--- src/rtl/tdpram32_bus_responder_pkg.sv ---
// Shared types for the dual-port RAM bus responder: burst length codes and
// the sequencer state encoding.
package tdpram32_bus_responder_pkg;

  localparam logic [1:0] LEN_1 = 2'd0;
  localparam logic [1:0] LEN_2 = 2'd1;
  localparam logic [1:0] LEN_4 = 2'd2;
  localparam logic [1:0] LEN_8 = 2'd3;

  typedef enum logic {
    ST_IDLE   = 1'b0,
    ST_RBURST = 1'b1
  } state_t;

  function automatic logic [3:0] beats_of(input logic [1:0] len);
    beats_of = 4'd1;
    case (len)
      LEN_1: beats_of = 4'd1;
      LEN_2: beats_of = 4'd2;
      LEN_4: beats_of = 4'd4;
      LEN_8: beats_of = 4'd8;
    endcase
  endfunction

endpackage

--- src/rtl/tdpram_rsp_fifo.sv ---
// Read-response FIFO: registered storage, head word visible combinationally,
// occupancy exported so the sequencer can issue reads against free credit.
module tdpram_rsp_fifo #(
  parameter int WIDTH = 33,
  parameter int DEPTH = 4
) (
  input  logic                       clk,
  input  logic                       rst_n,
  input  logic                       push,
  input  logic [WIDTH-1:0]           push_data,
  input  logic                       pop,
  output logic [WIDTH-1:0]           head,
  output logic                       empty,
  output logic [$clog2(DEPTH):0]     count
);
  localparam int PW = $clog2(DEPTH);
  localparam int CW = PW + 1;

  logic [WIDTH-1:0] mem [DEPTH];
  logic [PW-1:0]    wr_ptr;
  logic [PW-1:0]    rd_ptr;
  logic             do_pop;

  assign empty  = (count == '0);
  assign head   = mem[rd_ptr];
  assign do_pop = pop && !empty;

  always_ff @(posedge clk) begin
    if (push) mem[wr_ptr] <= push_data;
  end

  always_ff @(posedge clk or negedge rst_n) begin
    if (!rst_n) begin
      wr_ptr <= '0;
      rd_ptr <= '0;
      count  <= '0;
    end else begin
      if (push)   wr_ptr <= wr_ptr + PW'(1);
      if (do_pop) rd_ptr <= rd_ptr + PW'(1);
      case ({push, do_pop})
        2'b10:   count <= count + CW'(1);
        2'b01:   count <= count - CW'(1);
        default: count <= count;
      endcase
    end
  end

`ifndef SYNTHESIS
  // Credit accounting upstream must make this unreachable.
  no_overflow: assert property (@(posedge clk) disable iff (!rst_n)
    !(push && !do_pop && count == CW'(DEPTH)));
`endif

endmodule

--- src/rtl/tdpram32_bus_responder.sv ---
// Valid/ready request front end for the 32-bit RAM port: single writes and
// 1/2/4/8-beat incr/wrap read bursts, reads throttled by response credit.
//   state     | meaning
//   ST_IDLE   | accepting requests; writes and beat 0 of reads issue here
//   ST_RBURST | issuing remaining read beats whenever a credit is free
module tdpram32_bus_responder
  import tdpram32_bus_responder_pkg::*;
#(
  parameter int ADDR_WIDTH = 13,
  parameter int RSP_DEPTH  = 4
) (
  input  logic                  clk,
  input  logic                  rst_n,
  input  logic                  req_valid,
  output logic                  req_ready,
  input  logic                  req_we,
  input  logic [ADDR_WIDTH+2:0] req_addr,
  input  logic [3:0]            req_be,
  input  logic [31:0]           req_wdata,
  input  logic [1:0]            req_len,
  input  logic                  req_wrap,
  output logic                  rsp_valid,
  input  logic                  rsp_ready,
  output logic [31:0]           rsp_rdata,
  output logic                  rsp_last,
  output logic                  ram_we,
  output logic                  ram_rd,
  output logic [3:0]            ram_byte_en,
  output logic [ADDR_WIDTH:0]   ram_addr,
  output logic [31:0]           ram_wdata,
  input  logic [31:0]           ram_rdata
);
  localparam int WAW = ADDR_WIDTH + 1;
  localparam int CW  = $clog2(RSP_DEPTH) + 1;
  localparam int OW  = CW + 1;

  state_t          state, state_nxt;
  logic [WAW-1:0]  addr_q, addr_nxt;
  logic [WAW-1:0]  mask_q, mask_nxt;
  logic [2:0]      rem_q, rem_nxt;
  logic            inflight, inflight_last, issue_last;
  logic [CW-1:0]   fifo_count;
  logic [OW-1:0]   occupancy;
  logic            free, fifo_empty;
  logic [32:0]     fifo_head;
  logic [WAW-1:0]  req_word, burst_mask;
  logic [3:0]      req_beats;
  logic            unused_addr_lsb;

  // A single mask covers both modes: all-ones gives plain increment with
  // natural wrap at the top of memory, beats-1 confines the carry.
  function automatic logic [WAW-1:0] next_word(input logic [WAW-1:0] a,
                                               input logic [WAW-1:0] m);
    return (a & ~m) | ((a + WAW'(1)) & m);
  endfunction

  assign unused_addr_lsb = ^req_addr[1:0];
  assign req_word   = req_addr[ADDR_WIDTH+2:2];
  assign req_beats  = beats_of(req_len);
  assign burst_mask = req_wrap ? WAW'(req_beats - 4'd1) : '1;
  assign occupancy  = OW'(fifo_count) + OW'(inflight);
  assign free       = occupancy < OW'(RSP_DEPTH);
  assign ram_wdata  = req_wdata;

  always_comb begin
    state_nxt   = state;
    addr_nxt    = addr_q;
    mask_nxt    = mask_q;
    rem_nxt     = rem_q;
    req_ready   = 1'b0;
    ram_we      = 1'b0;
    ram_rd      = 1'b0;
    ram_byte_en = 4'hF;
    ram_addr    = addr_q;
    issue_last  = 1'b0;
    case (state)
      ST_IDLE: begin
        req_ready = free && rst_n;
        ram_addr  = req_word;
        if (req_we) ram_byte_en = req_be;
        if (req_valid && req_ready) begin
          if (req_we) begin
            ram_we = 1'b1;
          end else begin
            ram_rd = 1'b1;
            if (req_beats == 4'd1) begin
              issue_last = 1'b1;
            end else begin
              addr_nxt  = next_word(req_word, burst_mask);
              mask_nxt  = burst_mask;
              rem_nxt   = 3'(req_beats - 4'd1);
              state_nxt = ST_RBURST;
            end
          end
        end
      end
      ST_RBURST: begin
        if (free) begin
          ram_rd   = 1'b1;
          addr_nxt = next_word(addr_q, mask_q);
          rem_nxt  = rem_q - 3'd1;
          if (rem_q == 3'd1) begin
            issue_last = 1'b1;
            state_nxt  = ST_IDLE;
          end
        end
      end
      default: state_nxt = ST_IDLE;
    endcase
  end

  always_ff @(posedge clk or negedge rst_n) begin
    if (!rst_n) begin
      state         <= ST_IDLE;
      addr_q        <= '0;
      mask_q        <= '0;
      rem_q         <= '0;
      inflight      <= 1'b0;
      inflight_last <= 1'b0;
    end else begin
      state         <= state_nxt;
      addr_q        <= addr_nxt;
      mask_q        <= mask_nxt;
      rem_q         <= rem_nxt;
      inflight      <= ram_rd;
      inflight_last <= issue_last;
    end
  end

  tdpram_rsp_fifo #(
    .WIDTH (33),
    .DEPTH (RSP_DEPTH)
  ) u_rsp_fifo (
    .clk       (clk),
    .rst_n     (rst_n),
    .push      (inflight),
    .push_data ({inflight_last, ram_rdata}),
    .pop       (rsp_ready),
    .head      (fifo_head),
    .empty     (fifo_empty),
    .count     (fifo_count)
  );

  assign rsp_valid = !fifo_empty;
  assign rsp_rdata = rsp_valid ? fifo_head[31:0] : 32'h0;
  assign rsp_last  = rsp_valid && fifo_head[32];

endmodule

--- config.mk ---
export PLATFORM = sky130hd
export DESIGN_NAME = tdpram32_bus_responder
export DESIGN_NICKNAME = d
export VERILOG_FILES = /design/src/rtl/tdpram32_bus_responder_pkg.sv /design/src/rtl/tdpram_rsp_fifo.sv /design/src/rtl/tdpram32_bus_responder.sv
export SDC_FILE = /design/constraint.sdc
export NUM_CORES = 1
export LEC_CHECK = 0
export ABC_CLOCK_PERIOD_IN_PS = 1800
export BUFFER_PORTS_ARGS = -buffer_cell sky130_fd_sc_hd__buf_4
export CORE_MARGIN = 4
export CORE_UTILIZATION = 30
export CTS_CLUSTER_DIAMETER = 120
export DETAILED_ROUTE_END_ITERATION = 10
export PLACE_DENSITY = 0.57
export SLEW_MARGIN = 20
export SYNTH_ARGS = -nofsm -noshare
export SYNTH_HDL_FRONTEND = slang
export SYNTH_SLANG_ARGS = --single-unit
--- constraint.sdc ---
create_clock -name clk -period 1.8 [get_ports clk]
set_clock_uncertainty 0.05 [all_clocks]
set_input_delay 0.36 -clock clk [delete_from_list [all_inputs] [get_ports clk]]
set_output_delay 0.36 -clock clk [all_outputs]
set_load 0.005 [all_outputs]
==> impl_metrics.toml, run 1 <==
[outcome]
outcome = "complete, but fails checks"
violations = "setup timing"

[finish]
drive_gt1_frac = 0.496
n_antenna_cell = 0
fillers = 2322
seq_area_um2 = 4770
multi_input_area_um2 = 2720
layout-area-overhead-vs-synth_pct = 34.8
mostFrequentLayoutCells = "132 x edfxtp_1, 108 x buf_4, 59 x buf_6, 33 x and2_4, 33 x mux4_2"
final_common_cell = "edfxtp_1"
nNetsFinal = 757

[floorplan]
rows = 58
dieArea_um2 = 28100
initial_core_util = 0.304
ios = 179
die_h_um = 168
die_w_um = 168
core-area_um2 = 25200

[drt]
wl_met1_um = 7420
post_drt_wl_per_cell_um = 18.4
via_per_inst = 4.87
drt_wl_total_um = 18300
wl_met3_um = 1170
dr.max_layer_used = "met4"
vias = 4856
drc_errors = 0
drtPass1Iterations = 4
drtIter0Drc = 241
ant_nets = 0
wl_met2_um = 9310

[critical_path]
regToRegEndpoint = "u_rsp_fifo.count[1]"
rrSetupSlack_ns = -0.07
worstSetupPathType = "flip-flop to primary output"
cp.arrival_ns = 1.86
r2r_cells = 6
required_ns = 1.39
reg2reg_from = "u_rsp_fifo.count[0]"
critPathLaunchType = "flip-flop"
cp_max_fo = 6
crit_path_end_kind = "primary output"

[synth]
syn_inst = 512
yosysSeqAreaShare = 0.622
synth_area_um2 = 7660
ys_warn_count = 0
synthDistinctLibCells = 63
synthArstFlopShare = 0.195
ys_seq_elements = 164
synth_edf_count = 132
syn_avg_cell_area_um2 = 15.0
ys.flop_type = "edfxtp_1"
synth_fp_nets = 615

[pwr]
power_leakage_nw = 3.92
p_per_area_nw_per_um2 = 1680
max-vdd-ir-drop_mv = 0.818

[global_routing]
grt_pass1_wl_um = 28500
first_global_vias = 5313
grtUsageTotal = 0.128
grt_overflow = 0
antenna_found_initial = 0
grt_max_degree = 35

[job]
maxCapViolCount = 0

[placement]
port_buffers = 112
hpwl_um = 12200
globalplace.congestion = 0.805

[timing]
grt_setup_unrepaired = "yes"
slew_headroom = 0.760
tightest_slew_ns = 0.359
fin_ws_ns = -0.474
period_share = 1.26
maxSlewViolCount = 0
fin_crit_ns = 2.27
finalHoldViolations = 0
tns_ns = -17.88
setup-violations-final = 57
hold_ws_ns = 0.0346
max_freq_ghz = 0.440

[clock_network]
clockBufferDepth = 2
cts_tree = "yes"
htreeDepth = 4
numCtsBuffers = 17
path_clk_slew_ns = 0.07
clock-sinks = 164
root_buffer = "clkbuf_16"
clkLatencyLatePin_ns = 0.42

[worst_hold_path]
timing.hold.worst.class = "primary input to asynchronous set/reset pin"
-- report_power, final --
part           leakage, nW  total [W]  switching, W  internal (W)
Sequential            1.57    0.00550      0.000529       0.00497
Clock                0.298    0.00386       0.00151       0.00235
Combinational         2.05    0.00799       0.00317       0.00482
Total                 3.92     0.0173       0.00521        0.0121
-- cell type report --
| cell class | instances | area share |
|---|---|---|
| inverters | 10 | 0.00388 |
| well taps | 330 | 0.0400 |
| clock inverters | 13 | 0.0190 |
| flip-flops and latches | 164 | 0.462 |
| repair buffers | 181 | 0.170 |
| multi-input cells | 280 | 0.264 |
| clock buffers | 19 | 0.0419 |
-- critical path: stages, from the launching register on --
cell	delay (ns)
dfrtp_2	0.37
buf_12	0.14
buf_4	0.13
mux4_2	0.50
and2_4	0.17
buf_4	0.13
-- metrics by stage --
step | cell area (µm²) | setup WS, ns | utilization | cells | total power [W]
5_1_grt | 10300 | -0.539 | 0.410 | 997 | 0.0183
3_3_place_gp | 9010 | -0.0822 | 0.358 | 943 | 0.0116
3_5_place_dp | 9010 | -0.0810 | 0.358 | 943 | 0.0117
6_report | 10300 | -0.474 | 0.410 | 997 | 0.0173
2_1_floorplan | 7690 | -0.102 | - | 512 | 0.00897
4_1_cts | 10100 | -0.508 | 0.401 | 991 | 0.0169
-- worst max-delay path by stage --
stage          slack, ns                  from                  end  cells past startpoint
3_3_place_gp       -0.08  u_rsp_fifo.rd_ptr[0]             rsp_last                      4
3_5_place_dp       -0.08  u_rsp_fifo.rd_ptr[0]         rsp_rdata[5]                      4
6_report           -0.47  u_rsp_fifo.rd_ptr[0]        rsp_rdata[15]                      5
4_1_cts            -0.51  u_rsp_fifo.rd_ptr[0]         rsp_rdata[3]                      4
5_1_grt            -0.54  u_rsp_fifo.rd_ptr[0]        rsp_rdata[15]                      5
2_1_floorplan      -0.10   u_rsp_fifo.count[0]  u_rsp_fifo.count[2]                      9
-- cells in the mapped netlist, types with 2 or more instances --
library cell | instances | area share
nand2_1 | 22 | 0.011
xnor2_1 | 4 | 0.0046
nor2_1 | 14 | 0.0069
nor3_1 | 8 | 0.0052
inv_1 | 10 | 0.0049
nand3_1 | 13 | 0.0085
or3_1 | 4 | 0.0033
o21ai_1 | 2 | 0.0013
a21oi_1 | 16 | 0.010
nand4_1 | 5 | 0.0041
edfxtp_1 | 132 | 0.52
o21ai_0 | 16 | 0.010
o221a_2 | 3 | 0.0044
buf_2 | 10 | 0.0065
nand2b_1 | 6 | 0.0049
o211ai_1 | 3 | 0.0029
clkbuf_1 | 9 | 0.0044
and4_1 | 4 | 0.0046
a31oi_1 | 5 | 0.0041
mux2i_1 | 3 | 0.0039
buf_4 | 36 | 0.035
ha_1 | 10 | 0.016
mux2_2 | 14 | 0.021
buf_6 | 2 | 0.0029
dfrtp_1 | 32 | 0.10
and2_1 | 39 | 0.032
mux4_2 | 33 | 0.097
xor2_1 | 13 | 0.015
o22ai_1 | 3 | 0.0025
and3_1 | 8 | 0.0065
-- flip-flops by register name, indices dropped and copies added, names as in the netlist, named ones only --
signal / cells
state: 1
u_rsp_fifo.wr_ptr: 2
addr_q: 1
inflight: 1
u_rsp_fifo.count: 3
mask_q: 5
inflight_last: 1
u_rsp_fifo.mem: 132
rem_q: 3
u_rsp_fifo.rd_ptr: 2
-- layer usage --
metal  vias to the layer above  track usage
met5                         -            0
met3                        49       0.0352
met4                         0       0.0427
li1                       2193            -
met2                       189        0.221
met1                      2425        0.156
-- timing repair --
item | in CTS | in global routing
gates resized for setup | 83 | 51
endpoints found under the hold margin | 7 | 0
setup buffers | 15 | 9
pin swaps | 26 | 12
hold buffers | 1 | 0
gates cloned | 1 | 2
setup endpoints to repair | 57 | 71
-- kinds of logic (layout without fill, tap and decap cells) --
logic type	count (synthesis)	count (layout)	share of synthesized area
adder cells (fa/ha/maj)	11	11	0.0190
AO/OA/AOI/OAI	62	62	0.0534
XOR/XNOR	17	17	0.0194
multiplexers	50	50	0.122
AND/OR/NAND/NOR	140	140	0.110
buffers and inverters	68	223	0.0546
flip-flops	164	164	0.622
No activity file was read; power rests on OpenSTA's default activity.
==> run 2, diff against run 1 <==
Settings changed: ABC_AREA from default to 1.
==> run 2 against run 1 <==
Clock-buffer cell count is 2 lower. Die area up 3.0%. Critical endpoint is now rsp_rdata[20]. The run still ends with setup timing left. Final cell count increased by 32%.
==> impl_metrics.toml, run 2 <==
[outcome]
outcome = "complete, but fails checks"
violations = "setup timing"

[floorplan]
die_w_um = 170
dieArea_um2 = 29000
die_h_um = 170
initial_core_util = 0.304
rows = 59
core-area_um2 = 26000
ios = 179

[critical_path]
cp.arrival_ns = 1.73
cp_max_fo = 5
path_common_cell = "nor2_1"
cp_num_buf_inv = 4
cp_cell_sequence = "buf_6 > buf_12 > buf_16 > nor2_1 > nor2_1 > o21ai_2 > a21oi_2 > buf_4"
path_delay_family = "buffers and inverters"
crit_start = "u_rsp_fifo.rd_ptr[0]"
slowest_stage = "dfrtp_2"
crit_path_end_kind = "primary output"
cp_slowest_stage_delay_ns = 0.43
critPathLaunchType = "flip-flop"
rrSetupSlack_ns = -0.02
worstSetupPathType = "flip-flop to primary output"
required_ns = 1.39
reg2reg_from = "state"

[finish]
final_common_cell = "nor2_1"
fin_area_um2 = 11100
drive_gt1_frac = 0.365
top_register = "u_rsp_fifo.mem"
mostFrequentLayoutCells = "138 x nor2_1, 132 x edfxtp_1, 128 x buf_4, 107 x nand2_1, 52 x inv_1"
fillers = 2454
layout-area-overhead-vs-synth_pct = 41.1
reg.largest.list = "u_rsp_fifo.mem (132), mask_q (5)"
nNetsFinal = 1072
largest_reg_flops = 132
fin_cells = 1318

[synth]
yosysTopAreaCellShare = 0.502
yosysTopAreaCell = "edfxtp_1"
ys.flop_type = "edfxtp_1"
synth_fp_nets = 927
synth_edf_count = 132
synthDistinctLibCells = 35
synthArstFlopShare = 0.195
synth_area_um2 = 7900
syn_avg_cell_area_um2 = 9.58
ys_seq_elements = 164
yosys-top-cells-area = "edfxtp_1 50%, dfrtp_1 10%, nor2_1 7.9%"
yosysSeqAreaShare = 0.603
yosysMostFrequentCell = "nor2_1"
syn_inst = 824
synth_top_cells_by_count = "166 x nor2_1, 133 x nand2_1, 132 x edfxtp_1, 112 x o21ai_0, 56 x inv_1"
ys_warn_count = 0

[drt]
drt_wl_total_um = 21600
ant_nets = 0
drc_errors = 0
drtPass1Iterations = 5
via_per_inst = 4.75
vias = 6264
post_drt_wl_per_cell_um = 16.4
drtIter0Drc = 449

[timing]
finalHoldViolations = 0
max_freq_ghz = 0.467
fin_crit_ns = 2.14
grt_setup_unrepaired = "yes"
period_share = 1.19
maxSlewViolCount = 0
setup-violations-final = 64
slew_headroom = 0.714
fin_ws_ns = -0.343
tightest_slew_ns = 0.429

[pwr]
p_per_area_nw_per_um2 = 1680
power_leakage_nw = 4.51
max-vdd-ir-drop_mv = 0.757

[placement]
hpwl_um = 12200
placed_cell_area_um2 = 9150
globalplace.congestion = 0.834
dp_cells = 1238
place_ws_ns = -0.0573
port_buffers = 112

[clock_network]
numCtsBuffers = 17
clock-sinks = 164
root_buffer = "clkbuf_16"
clockBufferDepth = 2
htreeDepth = 4
path_clk_slew_ns = 0.07
cts_tree = "yes"
clkLatencyLatePin_ns = 0.42

[global_routing]
antenna_found_initial = 1
use_met2 = 0.235
gr-usage-met1 = 0.190
busiest_layer = "met2"
first_global_vias = 5906
grtUsageTotal = 0.141
grt_overflow = 0
grt_max_degree = 34
grt_pass1_wl_um = 32000
use_met3 = 0.0321

[worst_hold_path]
timing.hold.worst.class = "primary input to asynchronous set/reset pin"

[job]
maxCapViolCount = 0
run 2: changes by cell type in the layout (fill, tap and decap cells not counted), moves of 20 or more:
cell,previous run,this run
mux4_2,33,0
o21ai_2,0,33
nor2_2,1,23
o21ai_1,2,43
and2_4,33,0
inv_1,9,52
nand2_1,21,107
buf_6,59,30
nor2_1,14,138
buf_4,108,128
run 2: layer usage:
layer  up-vias  routed length, µm
met3        21               1150
met1      3011               9610
met2       188              10700
met4         2                144
met5         -                 20
li1       3042                  -
run 2: cells by family (layout without fill, tap and decap cells):
group | count (synthesis) | after routing | share of synthesized area
other cells | 0 | 1 | 0
compound gates | 159 | 160 | 0.102
buf+inv | 124 | 280 | 0.0787
fa+ha+maj | 11 | 11 | 0.0184
xor+xnor | 8 | 8 | 0.00887
simple gates | 358 | 359 | 0.188
flops | 164 | 164 | 0.603
run 2: cell type report:
cell class | count | area (µm²) | area share
diodes | 1 | 2.50 | 0.000225
flip-flops and latches | 164 | 4770 | 0.428
inverters | 59 | 248 | 0.0222
well taps | 335 | 419 | 0.0376
clock inverters | 15 | 164 | 0.0147
clock buffers | 17 | 425 | 0.0382
multi-input cells | 538 | 3120 | 0.280
repair buffers | 188 | 1990 | 0.179
repair inverters | 1 | 5.00 | 0.000449
run 2: through the flow:
step / setup TNS, ns / total power, W / hold WS (ns) / utilization
global placement: -0.0783 / 0.0119 / 0.140 / 0.352
finish: -11.82 / 0.0187 / 0.0403 / 0.429
global route: -17.18 / 0.0199 / 0.0588 / 0.429
floorplan: 0 / 0.00890 / 0.0144 / -
CTS: -11.67 / 0.0174 / 0.0283 / 0.403
detailed placement: -0.142 / 0.0120 / 0.135 / 0.352
run 2: timing repair:
item                       4_1_cts  5_1_grt
gates resized for setup        150      137
gates cloned                    10        9
hold endpoints to repair         1        0
pin swaps                       26       54
buffers inserted                18        9
hold buffers                     1        0
setup endpoints to repair       53       68
run 2: path summary, 6_finish.rpt:
check | endpoint | cells past startpoint
max | rsp_rdata[20] | 8
min | asynchronous set/reset pin | 2
max reg2reg | flip-flop | 10
min reg2reg | mask_q[0] | 2
max in group asynchronous | state | 2
min in group clk | u_rsp_fifo.mem[2][9] | 1
run 2: power by group:
group / switching, W / internal, W
Sequential: 0.000567 / 0.00488
Combinational: 0.00499 / 0.00478
Clock: 0.00165 / 0.00186
